<file path="config.mk">
export PLATFORM = sky130hd
export DESIGN_NAME = instruction_fetch_unit
export DESIGN_NICKNAME = d
export VERILOG_FILES = /design/src/rtl/fetch_pkg.sv /design/src/rtl/fetch_fifo.sv /design/src/rtl/instruction_fetch_unit.sv
export SDC_FILE = /design/constraint.sdc
export NUM_CORES = 1
export LEC_CHECK = 0
export BUFFER_PORTS_ARGS = -buffer_cell sky130_fd_sc_hd__buf_2
export CAP_MARGIN = 15
export CELL_PAD_IN_SITES_DETAIL_PLACEMENT = 0
export CELL_PAD_IN_SITES_GLOBAL_PLACEMENT = 1
export CORE_MARGIN = 1
export CORE_UTILIZATION = 44
export CTS_BUF_LIST = sky130_fd_sc_hd__clkbuf_16
export DETAILED_ROUTE_END_ITERATION = 6
export HOLD_SLACK_MARGIN = 0.05
export PLACE_DENSITY_LB_ADDON = 0.1
export SETUP_SLACK_MARGIN = 0.1
export SYNTH_ARGS = -nofsm -noshare
export SYNTH_HDL_FRONTEND = slang
export SYNTH_SLANG_ARGS = --single-unit
</file>
<file path="constraint.sdc">
create_clock -name clk -period 4.1 [get_ports clk]
set_input_delay 0 -clock clk [delete_from_list [all_inputs] [get_ports clk]]
set_output_delay 0 -clock clk [all_outputs]
set_load 0.01 [all_outputs]
</file>
<file path="src/rtl/fetch_pkg.sv">
// Shared types and constants for the instruction fetch stage.
package fetch_pkg;

  typedef enum logic [1:0] {
    IDLE,
    FETCH,
    FLUSH
  } state_t;

  localparam int unsigned PC_STEP          = 4;
  localparam int unsigned DEFAULT_RESET_PC = 0;

  // Entry fields are sized for the widest supported instruction/address (32 bits);
  // narrower instances zero-extend on push and slice on pop.
  localparam int unsigned ENTRY_DATA_W = 32;
  localparam int unsigned ENTRY_ADDR_W = 32;

  typedef struct packed {
    logic [ENTRY_DATA_W-1:0] data;
    logic [ENTRY_ADDR_W-1:0] pc;
  } entry_t;

  localparam int unsigned ENTRY_W = $bits(entry_t);

endpackage

</file>
<file path="src/rtl/fetch_fifo.sv">
// Synchronous instruction buffer; flush wins over push and is applied after any pop.
module fetch_fifo
  import fetch_pkg::*;
#(
  parameter int unsigned DEPTH = 4,
  parameter int unsigned CNT_W = $clog2(DEPTH) + 1
) (
  input  logic               clk,
  input  logic               reset,
  input  logic               push,
  input  logic               pop,
  input  logic               flush,
  input  logic [ENTRY_W-1:0] wr_data,
  output logic [ENTRY_W-1:0] head,
  output logic [CNT_W-1:0]   count
);

  localparam int unsigned PTR_W = CNT_W - 1;

  logic [ENTRY_W-1:0] mem [DEPTH];
  logic [PTR_W-1:0]   wr_ptr;
  logic [PTR_W-1:0]   rd_ptr;

  assign head = mem[rd_ptr];

  always_ff @(posedge clk) begin
    if (!reset) begin
      wr_ptr <= '0;
      rd_ptr <= '0;
      count  <= '0;
      for (int unsigned i = 0; i < DEPTH; i++) begin
        mem[i] <= '0;
      end
    end else if (flush) begin
      wr_ptr <= '0;
      rd_ptr <= '0;
      count  <= '0;
    end else begin
      if (push) begin
        mem[wr_ptr] <= wr_data;
        wr_ptr      <= wr_ptr + PTR_W'(1);
      end
      if (pop) begin
        rd_ptr <= rd_ptr + PTR_W'(1);
      end
      case ({push, pop})
        2'b10:   count <= count + CNT_W'(1);
        2'b01:   count <= count - CNT_W'(1);
        default: count <= count;
      endcase
    end
  end

endmodule

</file>
<file path="src/rtl/instruction_fetch_unit.sv">
// Fetch stage: owns the PC, issues fixed-latency imem reads and buffers
// returned instructions for decode; a redirect flushes buffered and in-flight work.
module instruction_fetch_unit
  import fetch_pkg::*;
#(
  parameter int unsigned ADDR_W   = 8,
  parameter int unsigned DATA_W   = 32,
  parameter int unsigned DEPTH    = 4,
  parameter int unsigned RESET_PC = DEFAULT_RESET_PC
) (
  input  logic              clk,
  input  logic              reset,
  output logic              imem_req,
  output logic [ADDR_W-1:0] imem_addr,
  input  logic              imem_gnt,
  input  logic [DATA_W-1:0] imem_rdata,
  output logic              inst_valid,
  input  logic              inst_ready,
  output logic [DATA_W-1:0] inst_data,
  output logic [ADDR_W-1:0] inst_pc,
  input  logic              redirect_valid,
  input  logic [ADDR_W-1:0] redirect_pc
);

  localparam int unsigned       CNT_W  = $clog2(DEPTH) + 1;
  localparam logic [ADDR_W-1:0] PC_RST = ADDR_W'(RESET_PC);

  state_t            state;
  state_t            state_next;
  logic [ADDR_W-1:0] pc;
  logic [ADDR_W-1:0] inflight_addr;
  logic              inflight;
  logic              grant;
  logic [CNT_W-1:0]  count;
  logic [CNT_W:0]    occupancy;
  logic              push;
  logic              pop;
  entry_t            wr_entry;
  entry_t            head_entry;
  logic              unused_bits;

  assign occupancy = {1'b0, count} + {{CNT_W{1'b0}}, inflight};
  assign grant     = imem_req && imem_gnt;
  assign imem_addr = pc;

  always_comb begin
    state_next = state;
    imem_req   = 1'b0;
    case (state)
      IDLE:    state_next = FETCH;
      FETCH: begin
        state_next = FETCH;
        imem_req   = !redirect_valid && (occupancy < (CNT_W + 1)'(DEPTH));
      end
      FLUSH:   state_next = FETCH;
      default: state_next = IDLE;
    endcase
    if (redirect_valid) begin
      state_next = FLUSH;
    end
  end

  always_ff @(posedge clk) begin
    if (!reset) begin
      state         <= IDLE;
      pc            <= PC_RST;
      inflight      <= 1'b0;
      inflight_addr <= PC_RST;
    end else begin
      state    <= state_next;
      inflight <= grant;
      if (grant) begin
        inflight_addr <= pc;
      end
      if (redirect_valid) begin
        pc <= {redirect_pc[ADDR_W-1:2], 2'b00};
      end else if (grant) begin
        pc <= pc + ADDR_W'(PC_STEP);
      end
    end
  end

  // The response slot is discarded during FLUSH and on the redirect cycle itself.
  assign push          = inflight && (state != FLUSH) && !redirect_valid;
  assign pop           = inst_valid && inst_ready;
  assign wr_entry.data = ENTRY_DATA_W'(imem_rdata);
  assign wr_entry.pc   = ENTRY_ADDR_W'(inflight_addr);

  fetch_fifo #(
    .DEPTH(DEPTH),
    .CNT_W(CNT_W)
  ) u_fifo (
    .clk    (clk),
    .reset  (reset),
    .push   (push),
    .pop    (pop),
    .flush  (redirect_valid),
    .wr_data(wr_entry),
    .head   (head_entry),
    .count  (count)
  );

  assign inst_valid  = (count != '0);
  assign inst_data   = head_entry.data[DATA_W-1:0];
  assign inst_pc     = head_entry.pc[ADDR_W-1:0];
  assign unused_bits = ^{head_entry, redirect_pc[1:0]};

endmodule
</file>
==> flow_summary.toml, run 1 <==
[routing]
viasPerCell = 5.094
ant_nets = 0
drc_errors = 0
vias = 4371
dr.pass1.iters = 4
drtIter0Drc = 248
post_drt_wl_per_cell_um = 18.27
routed_wl_um = 15680

[logic_synthesis]
synth_edf_count = 152
yosys.area_share.simple = 0.1653
synth.top_cells.by_count = "and2_1, edfxtp_1, mux4_2"
synth_mux_area_frac = 0.1114
synth_compound_area_frac = 0.02166
avgSynthCellArea_um2 = 15.52
synth_xor_xnor_area_share = 0.007979
yosysWarnings = 0
synthFlopType = "edfxtp_1"
yosysMostFrequentCell = "and2_1"
syn_area_um2 = 7684
yosys.area.top_type = "edfxtp_1"
synth_top_area_share = 0.5940
synthAdderAreaFrac = 0.005862
synthTopCellsByArea = "edfxtp_1, and2_1, mux4_2"
ys_seq_area_frac = 0.6566
synth-async-reset-ratio = 0
ys_types = 36
postSynthCellCount = 495
synth_top_family_by_area = "simple AND/OR/NAND/NOR gates"
ys_seq_elements = 176

[power]
combPwrFrac = 0.048
power.density_nw_per_um2 = 406.4
p_clk_frac = 0.425
p_int_w = 0.003035
power_w = 0.003819
swShare = 0.2055
switching_power_w = 0.0007847
peakVddDrop_mv = 0.3162
sequentialPowerShare = 0.527
power.leakage_nw = 3.530

[final_layout]
syn_to_final_growth_pct = 22.33
final_area_um2 = 9399
num_antenna_cells = 0
layout-drive-gt1-share = 0.2774
utilization = 0.5588
seq_area_um2 = 5050
multiInputGateArea_um2 = 2477
fin_nets = 673
fill_cells = 1425

[sta]
hold_viol = 0
fmax_ghz = 0.3866
fin_crit_ns = 2.587
period_share = 0.6309
slew_violations = 0
finClkSkew_ns = 0.007296
rsz0062_at_grt = "false"
tightest_slew_ns = 1.080
setup_tns_ns = 0
setup_viol = 0
fin_ws_ns = 1.513
slew_headroom = 0.2801

[critical_path]
cp.required_ns = 4.39
r2r_end = "u_fifo.mem[1][35]"
cpMaxStageDelayCell = "and3_1"
critPathArrivalTime_ns = 2.87
crit_path_cell_trace = "nand2b_1 > and4b_2 > buf_4 > and3_1 > buf_12 > and2_1"
critPathLaunchType = "register"
crit_fanout = 31
ff2ff_path_depth = 6
rrSetupSlack_ns = 1.51
cpPeakStageDelay_ns = 0.75
r2r_start = "state[0]"
crit_type = "reg2reg"
crit_path_end_kind = "register"

[global_routing]
first_global_vias = 4623
grt_pass1_wl_um = 24810
grt_antenna_before_repair = 0
grt-ovfl-total = 0
grt_util_all_layers = 0.1883
grt_max_degree = 39

[placed_design]
portBuffers = 88
routabilityCongestion = 0.7278
place_area_um2 = 8366
place_ws_ns = 1.432
dpl.hpwl_um = 8984

[die]
coreArea_um2 = 16820
dieHeight_um = 134.1
start_util = 0.4569
rows = 47
io_pins = 95
dieArea_um2 = 17990
die_w_um = 134.1

[cts]
cts-root-buf = "clkbuf_16"
cts.sinks = 176
clk_path_buf_depth = 2
clk_latency_ns = 0.42
path_clk_slew_ns = 0.07
h-tree-depth = 4
cts_hold_buffers = 44
cts_tree = "built"
cts_resized = 0
tritoncts.num_buffers = 17
cts_setup_buffers = 0

[min_path]
hold_path_depth = 2
holdPathEnd = "u_fifo.mem[0][8]"
hold_start = "reset"
hold_class = "in2reg"

[run]
cap_violations = 0

[status]
status = "finished clean"
## sequential cells by signal, indices dropped and copies added, names as in the netlist, named ones only
name / count
imem_addr: 6
inflight: 1
inflight_addr: 6
state: 2
u_fifo.count: 3
u_fifo.mem: 152
u_fifo.rd_ptr: 2
u_fifo.wr_ptr: 2
## layer usage
| layer | vias up | track usage | part of all wire |
|---|---|---|---|
| met1 | 2200 | 0.2246 | 0.41 |
| li1 | 2065 | - | - |
| met3 | 15 | 0.03439 | 0.037 |
| met5 | - | 0 | 0 |
| met2 | 91 | 0.3434 | 0.54 |
| met4 | 0 | 0.05993 | 0.011 |
## per-stage QoR
step / instances / hold slack (ns)
final: 858 / 0.1789
after CTS: 858 / 0.1784
after detailed placement: 782 / 0.3095
after global routing: 858 / 0.1958
after global placement: 782 / 0.3049
after floorplan: 498 / 0.1273
## how the worst max path moves through the flow
| stage | slack (ns) | start | to | cells after the start |
|---|---|---|---|---|
| after floorplan | 0.12 | state[0] | u_fifo.mem[0][10] | 3 |
| after global placement | 1.47 | state[0] | u_fifo.mem[1][2] | 6 |
| after detailed placement | 1.43 | state[0] | u_fifo.mem[1][35] | 6 |
| after CTS | 1.41 | state[0] | u_fifo.mem[1][38] | 6 |
| after global routing | 1.27 | state[0] | u_fifo.mem[1][35] | 6 |
| final | 1.51 | state[0] | u_fifo.mem[1][35] | 6 |
## cells by family (layout without fill, tap and decap cells)
logic type	count (synthesis)	after routing
simple gates	204	204
flops	176	176
buf+inv	40	180
mux	38	38
compound gates	26	26
xor+xnor	7	7
fa+ha+maj	3	3
other cells	1	4
## power groups by stage
stage	Sequential (W)	Clock, W	Combinational [W]
2_1_floorplan	0.00205	0	0.0000745
3_3_place_gp	0.00205	0	0.000152
3_5_place_dp	0.00205	0	0.000153
4_1_cts	0.00201	0.00166	0.000186
5_1_grt	0.00202	0.00172	0.000200
6_report	0.00201	0.00162	0.000183
## cell type report
cell class | count | area share
flip-flops and latches | 176 | 0.5373
inverters | 6 | 0.002396
multi-input cells | 282 | 0.2636
clock inverters | 15 | 0.01784
repair buffers | 142 | 0.1044
clock buffers | 17 | 0.04526
well taps | 220 | 0.02929
## placed cells by master, fill, tap and decap left out, drive strengths merged, types with 2 or more instances in the layout
| master | synthesis | final |
|---|---|---|
| nor3b | 2 | 2 |
| buf | 22 | 98 |
| o31ai | 2 | 2 |
| dlygate4sd3 | 0 | 44 |
| a31oi | 4 | 4 |
| clkinv | 0 | 9 |
| and2 | 154 | 154 |
| ha | 2 | 2 |
| edfxtp | 152 | 152 |
| conb | 1 | 4 |
| xor2 | 4 | 4 |
| o21ai | 3 | 3 |
| xnor2 | 3 | 3 |
| nand2b | 3 | 3 |
| a32oi | 4 | 4 |
| bufinv | 0 | 3 |
| or3 | 6 | 6 |
| nand3 | 4 | 4 |
| nand3b | 6 | 6 |
| mux4 | 38 | 38 |
| a21oi | 10 | 10 |
| dfxtp | 24 | 24 |
| nand2 | 14 | 14 |
| and3 | 2 | 2 |
| nor2 | 9 | 9 |
| inv | 6 | 8 |
| clkbuf | 12 | 17 |
## worst max-delay path: cells and delay by family (launching register included)
kind	cells	cell delay [ns]
and+or+nand+nor	4	1.45
DFF	1	0.34
buffers and inverters	2	0.64
Power figures use the tool's default switching activity.
==> inputs of run 2 (changes only) <==
--- a/config.mk
+++ b/config.mk
@@ -10,7 +10,7 @@
 export CELL_PAD_IN_SITES_DETAIL_PLACEMENT = 0
 export CELL_PAD_IN_SITES_GLOBAL_PLACEMENT = 1
 export CORE_MARGIN = 1
-export CORE_UTILIZATION = 44
+export CORE_UTILIZATION = 47
 export CTS_BUF_LIST = sky130_fd_sc_hd__clkbuf_16
 export DETAILED_ROUTE_END_ITERATION = 6
 export HOLD_SLACK_MARGIN = 0.05
==> constraint.sdc (replaced) <==
create_clock -name clk -period 2.7 [get_ports clk]
set_input_delay 0 -clock clk [delete_from_list [all_inputs] [get_ports clk]]
set_output_delay 0 -clock clk [all_outputs]
set_load 0.01 [all_outputs]
==> flow_summary.toml, run 2 (synthesized netlist as in run 1, its figures left out) <==
[power]
peakVddDrop_mv = 0.4223
power.leakage_nw = 3.558
power_w = 0.005572
power.density_nw_per_um2 = 590.9

[final_layout]
fin_nets = 678
layout-drive-gt1-share = 0.2768
regMostFlops = "u_fifo.mem"
final_area_um2 = 9429
syn_to_final_growth_pct = 22.72
layout_commonest_cell = "and2_1"
layout_common_cells = "and2_1, edfxtp_1, buf_2"
largest_reg_flops = 152
num_antenna_cells = 0
utilization = 0.5914

[global_routing]
grt-ovfl-total = 0
met3_usage = 0.03731
grt_util_all_layers = 0.1977
first_global_vias = 4433
grt_antenna_before_repair = 0
grt_max_degree = 39
global_route.usage.met1 = 0.2469
busiest_layer = "met2"
grt_pass1_wl_um = 23820
grt_use_met2 = 0.3429

[die]
dieArea_um2 = 16860
die_w_um = 129.9
start_util = 0.4819
io_pins = 95
dieHeight_um = 129.9
rows = 46
coreArea_um2 = 15940

[cts]
tritoncts.num_buffers = 17
clk_latency_ns = 0.43
h-tree-depth = 4
cts_setup_buffers = 0
cts_resized = 0
cts.sinks = 176
clk_path_buf_depth = 2
cts-root-buf = "clkbuf_16"
path_clk_slew_ns = 0.06
cts_tree = "built"

[sta]
rsz0062_at_grt = "false"
holdWs_ns = 0.2040
tightest_slew_ns = 0.7342
period_share = 0.8091
setup_viol = 0
slew_violations = 0
hold_viol = 0
finClkSkew_ns = 0.01738
fin_crit_ns = 2.184
fmax_ghz = 0.4578
slew_headroom = 0.5106

[critical_path]
crit_type = "reg2reg"
cp.required_ns = 3.04
crit_path_end_kind = "register"
critPathArrivalTime_ns = 2.53
crit_fanout = 4
critPathLaunchType = "register"

[routing]
vias = 4369
routed_wl_um = 15560
post_drt_wl_per_cell_um = 18.11
viasPerCell = 5.086
drtIter0Drc = 224
drc_errors = 0
dr.pass1.iters = 5
ant_nets = 0

[min_path]
hold_class = "in2reg"

[placed_design]
dpl.hpwl_um = 8878
routabilityCongestion = 0.7014
place_area_um2 = 8457
portBuffers = 88

[run]
cap_violations = 0

[status]
status = "finished clean"
[run 2: cell types whose count changed in the layout (fill, tap and decap cells not counted)]
cell,delta
and4b_1,+1
inv_6,-2
inv_1,+3
buf_12,+5
and4b_2,-1
dfxtp_2,+1
bufinv_16,-2
dfxtp_4,-1
clkinv_2,+1
[run 2: final timing paths]
kind         startpoint                to  slack, ns  cells past startpoint
min               reset  u_fifo.wr_ptr[1]       0.20                      3
max reg2reg    state[1]   u_fifo.count[2]       0.52                      8
max            state[1]   u_fifo.count[2]       0.52                      8
min reg2reg    state[0]          state[0]       0.47                      1
[run 2: repair_timing]
| item | 4_1_cts | 5_1_grt |
|---|---|---|
| hold buffers | 44 | 0 |
| setup endpoints to repair | 0 | 0 |
| hold endpoints to repair | 137 | 0 |
[run 2: cell type report]
class	instances	area, um^2
clock inverter	15	106.4
timing repair buffer	147	1081
clock buffer	17	425.4
fill	1273	6514
multi-input combinational	282	2476
sequential	176	5047
tap	216	270.3
inverter	6	22.52
[run 2: power by group]
group	switching, W	leakage, nW	internal [W]	total (W)
logic	0.000144	1.51	0.000137	0.000281
registers	0.0000291	1.78	0.00303	0.00305
clock network	0.000992	0.272	0.00124	0.00224
total	0.00116	3.56	0.00441	0.00557
[run 2: per-layer routing]
layer	part of all wire	vias to the layer above	wire, um
met5	0	-	0
met4	0.014	0	223
met3	0.042	16	658
met2	0.51	109	7923
met1	0.43	2167	6755
li1	-	2077	-
[run 2: worst max-delay path: stages, from the launching register on]
cell and delay (ns):
dfxtp_1 0.40, nand2b_1 0.11, nand3b_1 0.29, ha_1 0.24, inv_1 0.06, fa_1 0.38, xor2_1 0.16, or3_1 0.31
a21oi_1 0.15
[run 2: per-stage QoR]
| stage | setup slack, ns | TNS [ns] | std cells |
|---|---|---|---|
| 3_5_place_dp | 0.5360 | 0 | 783 |
| 2_1_floorplan | -0.2749 | -29.36 | 498 |
| 6_report | 0.5155 | 0 | 859 |
| 4_1_cts | 0.5111 | 0 | 859 |
| 5_1_grt | 0.3851 | 0 | 859 |
| 3_3_place_gp | 0.6008 | 0 | 783 |
==> inputs of run 3 (changes only) <==
==> constraint.sdc (replaced) <==
create_clock -name clk -period 2.1 [get_ports clk]
set_input_delay 0 -clock clk [delete_from_list [all_inputs] [get_ports clk]]
set_output_delay 0 -clock clk [all_outputs]
set_load 0.01 [all_outputs]
==> flow_summary.toml, run 3 (synthesized netlist as in run 1, its figures left out) <==
[global_routing]
grt_antenna_before_repair = 0
grt-ovfl-total = 0
grt_pass1_wl_um = 23870
first_global_vias = 4496
grt_max_degree = 39
grt_util_all_layers = 0.1962

[critical_path]
critPathLaunchType = "register"
critPathArrivalTime_ns = 2.20
cp.required_ns = 2.45
crit_path_end_kind = "register"
ff2ff_path_depth = 8
rrSetupSlack_ns = 0.25
r2r_end = "u_fifo.count[2]"
r2r_start = "state[0]"
crit_type = "reg2reg"
crit_fanout = 3

[power]
power_w = 0.007159
power.density_nw_per_um2 = 757.4
peakVddDrop_mv = 0.5908
power.leakage_nw = 3.565

[status]
status = "finished clean"

[routing]
drc_errors = 0
dr_wl_met3_um = 543
vias = 4433
drtIter0Drc = 240
ant_nets = 0
routed_wl_um = 15640
top_layer = "met4"
met2WireLength_um = 7979
wl_met1_um = 6940
viasPerCell = 5.143
post_drt_wl_per_cell_um = 18.15
dr.pass1.iters = 4

[min_path]
hold_start = "redirect_valid"
holdPathEnd = "imem_addr[2]"
hold_path_depth = 3
hold_class = "in2reg"

[sta]
slew_violations = 0
fmax_ghz = 0.5395
finClkSkew_ns = 0.009813
setup_tns_ns = 0
rsz0062_at_grt = "false"
fin_crit_ns = 1.854
period_share = 0.8827
setup_viol = 0
holdWs_ns = 0.09381
hold_viol = 0

[final_layout]
syn_to_final_growth_pct = 23.01
utilization = 0.5928
fin_nets = 681
layout_common_cells = "and2_1, edfxtp_1, buf_2"
layout-drive-gt1-share = 0.2941
num_antenna_cells = 0
final_area_um2 = 9452
largest_reg_flops = 152
layout_commonest_cell = "and2_1"
regMostFlops = "u_fifo.mem"

[cts]
path_clk_slew_ns = 0.06
clk_path_buf_depth = 2
cts.sinks = 176
h-tree-depth = 4
cts_tree = "built"
cts-root-buf = "clkbuf_16"
tritoncts.num_buffers = 17
clk_latency_ns = 0.43

[placed_design]
routabilityCongestion = 0.6996
portBuffers = 88
place_area_um2 = 8483
dpl.hpwl_um = 8758

[die]
start_util = 0.4819
coreArea_um2 = 15940
io_pins = 95
die_w_um = 129.9
rows = 46
dieHeight_um = 129.9
dieArea_um2 = 16860

[run]
cap_violations = 0
==> run 3: changes by cell type in the layout (fill, tap and decap cells not counted), sizes merged <==
cell         delta
dlygate4sd3     -2
clkinvlp        +2
inv             +1
buf             +5
clkinv          -3
==> run 3: cell type report <==
class	instances	area [um^2]
fillers	1253	6491
flip-flops and latches	176	5054
multi-input cells	282	2489
repair buffers	150	1086
clock buffers	17	425.4
well taps	216	270.3
clock inverters	15	105.1
inverters	6	22.52
==> run 3: per-stage QoR <==
step,setup WS [ns],std cells
after global placement,0.1739,787
after CTS,0.1025,861
after floorplan,-0.03924,498
after global routing,0.1409,862
after detailed placement,0.1289,787
final,0.2463,862
==> run 3: worst max path at each step <==
stage / startpoint / to / slack [ns] / cells after the start
CTS: u_fifo.count[2] / u_fifo.count[2] / 0.10 / 7
finish: state[0] / u_fifo.count[2] / 0.25 / 8
floorplan: state[0] / u_fifo.mem[0][10] / -0.04 / 3
global placement: u_fifo.count[2] / u_fifo.count[2] / 0.17 / 7
global route: state[0] / u_fifo.count[2] / 0.14 / 8
detailed placement: u_fifo.count[2] / u_fifo.count[2] / 0.13 / 7
==> run 3: timing repair <==
item / 4_1_cts / 5_1_grt
hold buffers: 42 / 0
endpoints found under the hold margin: 137 / 0
endpoints found under the setup margin: 0 / 1
setup buffers: 0 / 1
gates resized for setup: 0 / 6
==> run 3: critical path: stages (launching register included) <==
cell	delay [ns]
dfxtp_2	0.33
nand2b_4	0.14
nand3b_1	0.11
ha_2	0.20
inv_1	0.06
fa_2	0.34
xor2_1	0.16
or3_1	0.31
a21oi_1	0.14
==> run 3: routing by layer <==
metal | track usage | vias to the layer above
met5 | 0 | -
met4 | 0.06635 | 0
met3 | 0.05002 | 13
met2 | 0.3356 | 97
met1 | 0.2433 | 2239
li1 | - | 2084
==> run 3: where the power goes <==
group	internal [W]	total (W)	switching, W
Sequential	0.00389	0.00393	0.0000385
Clock	0.00160	0.00286	0.00127
Combinational	0.000179	0.000366	0.000187
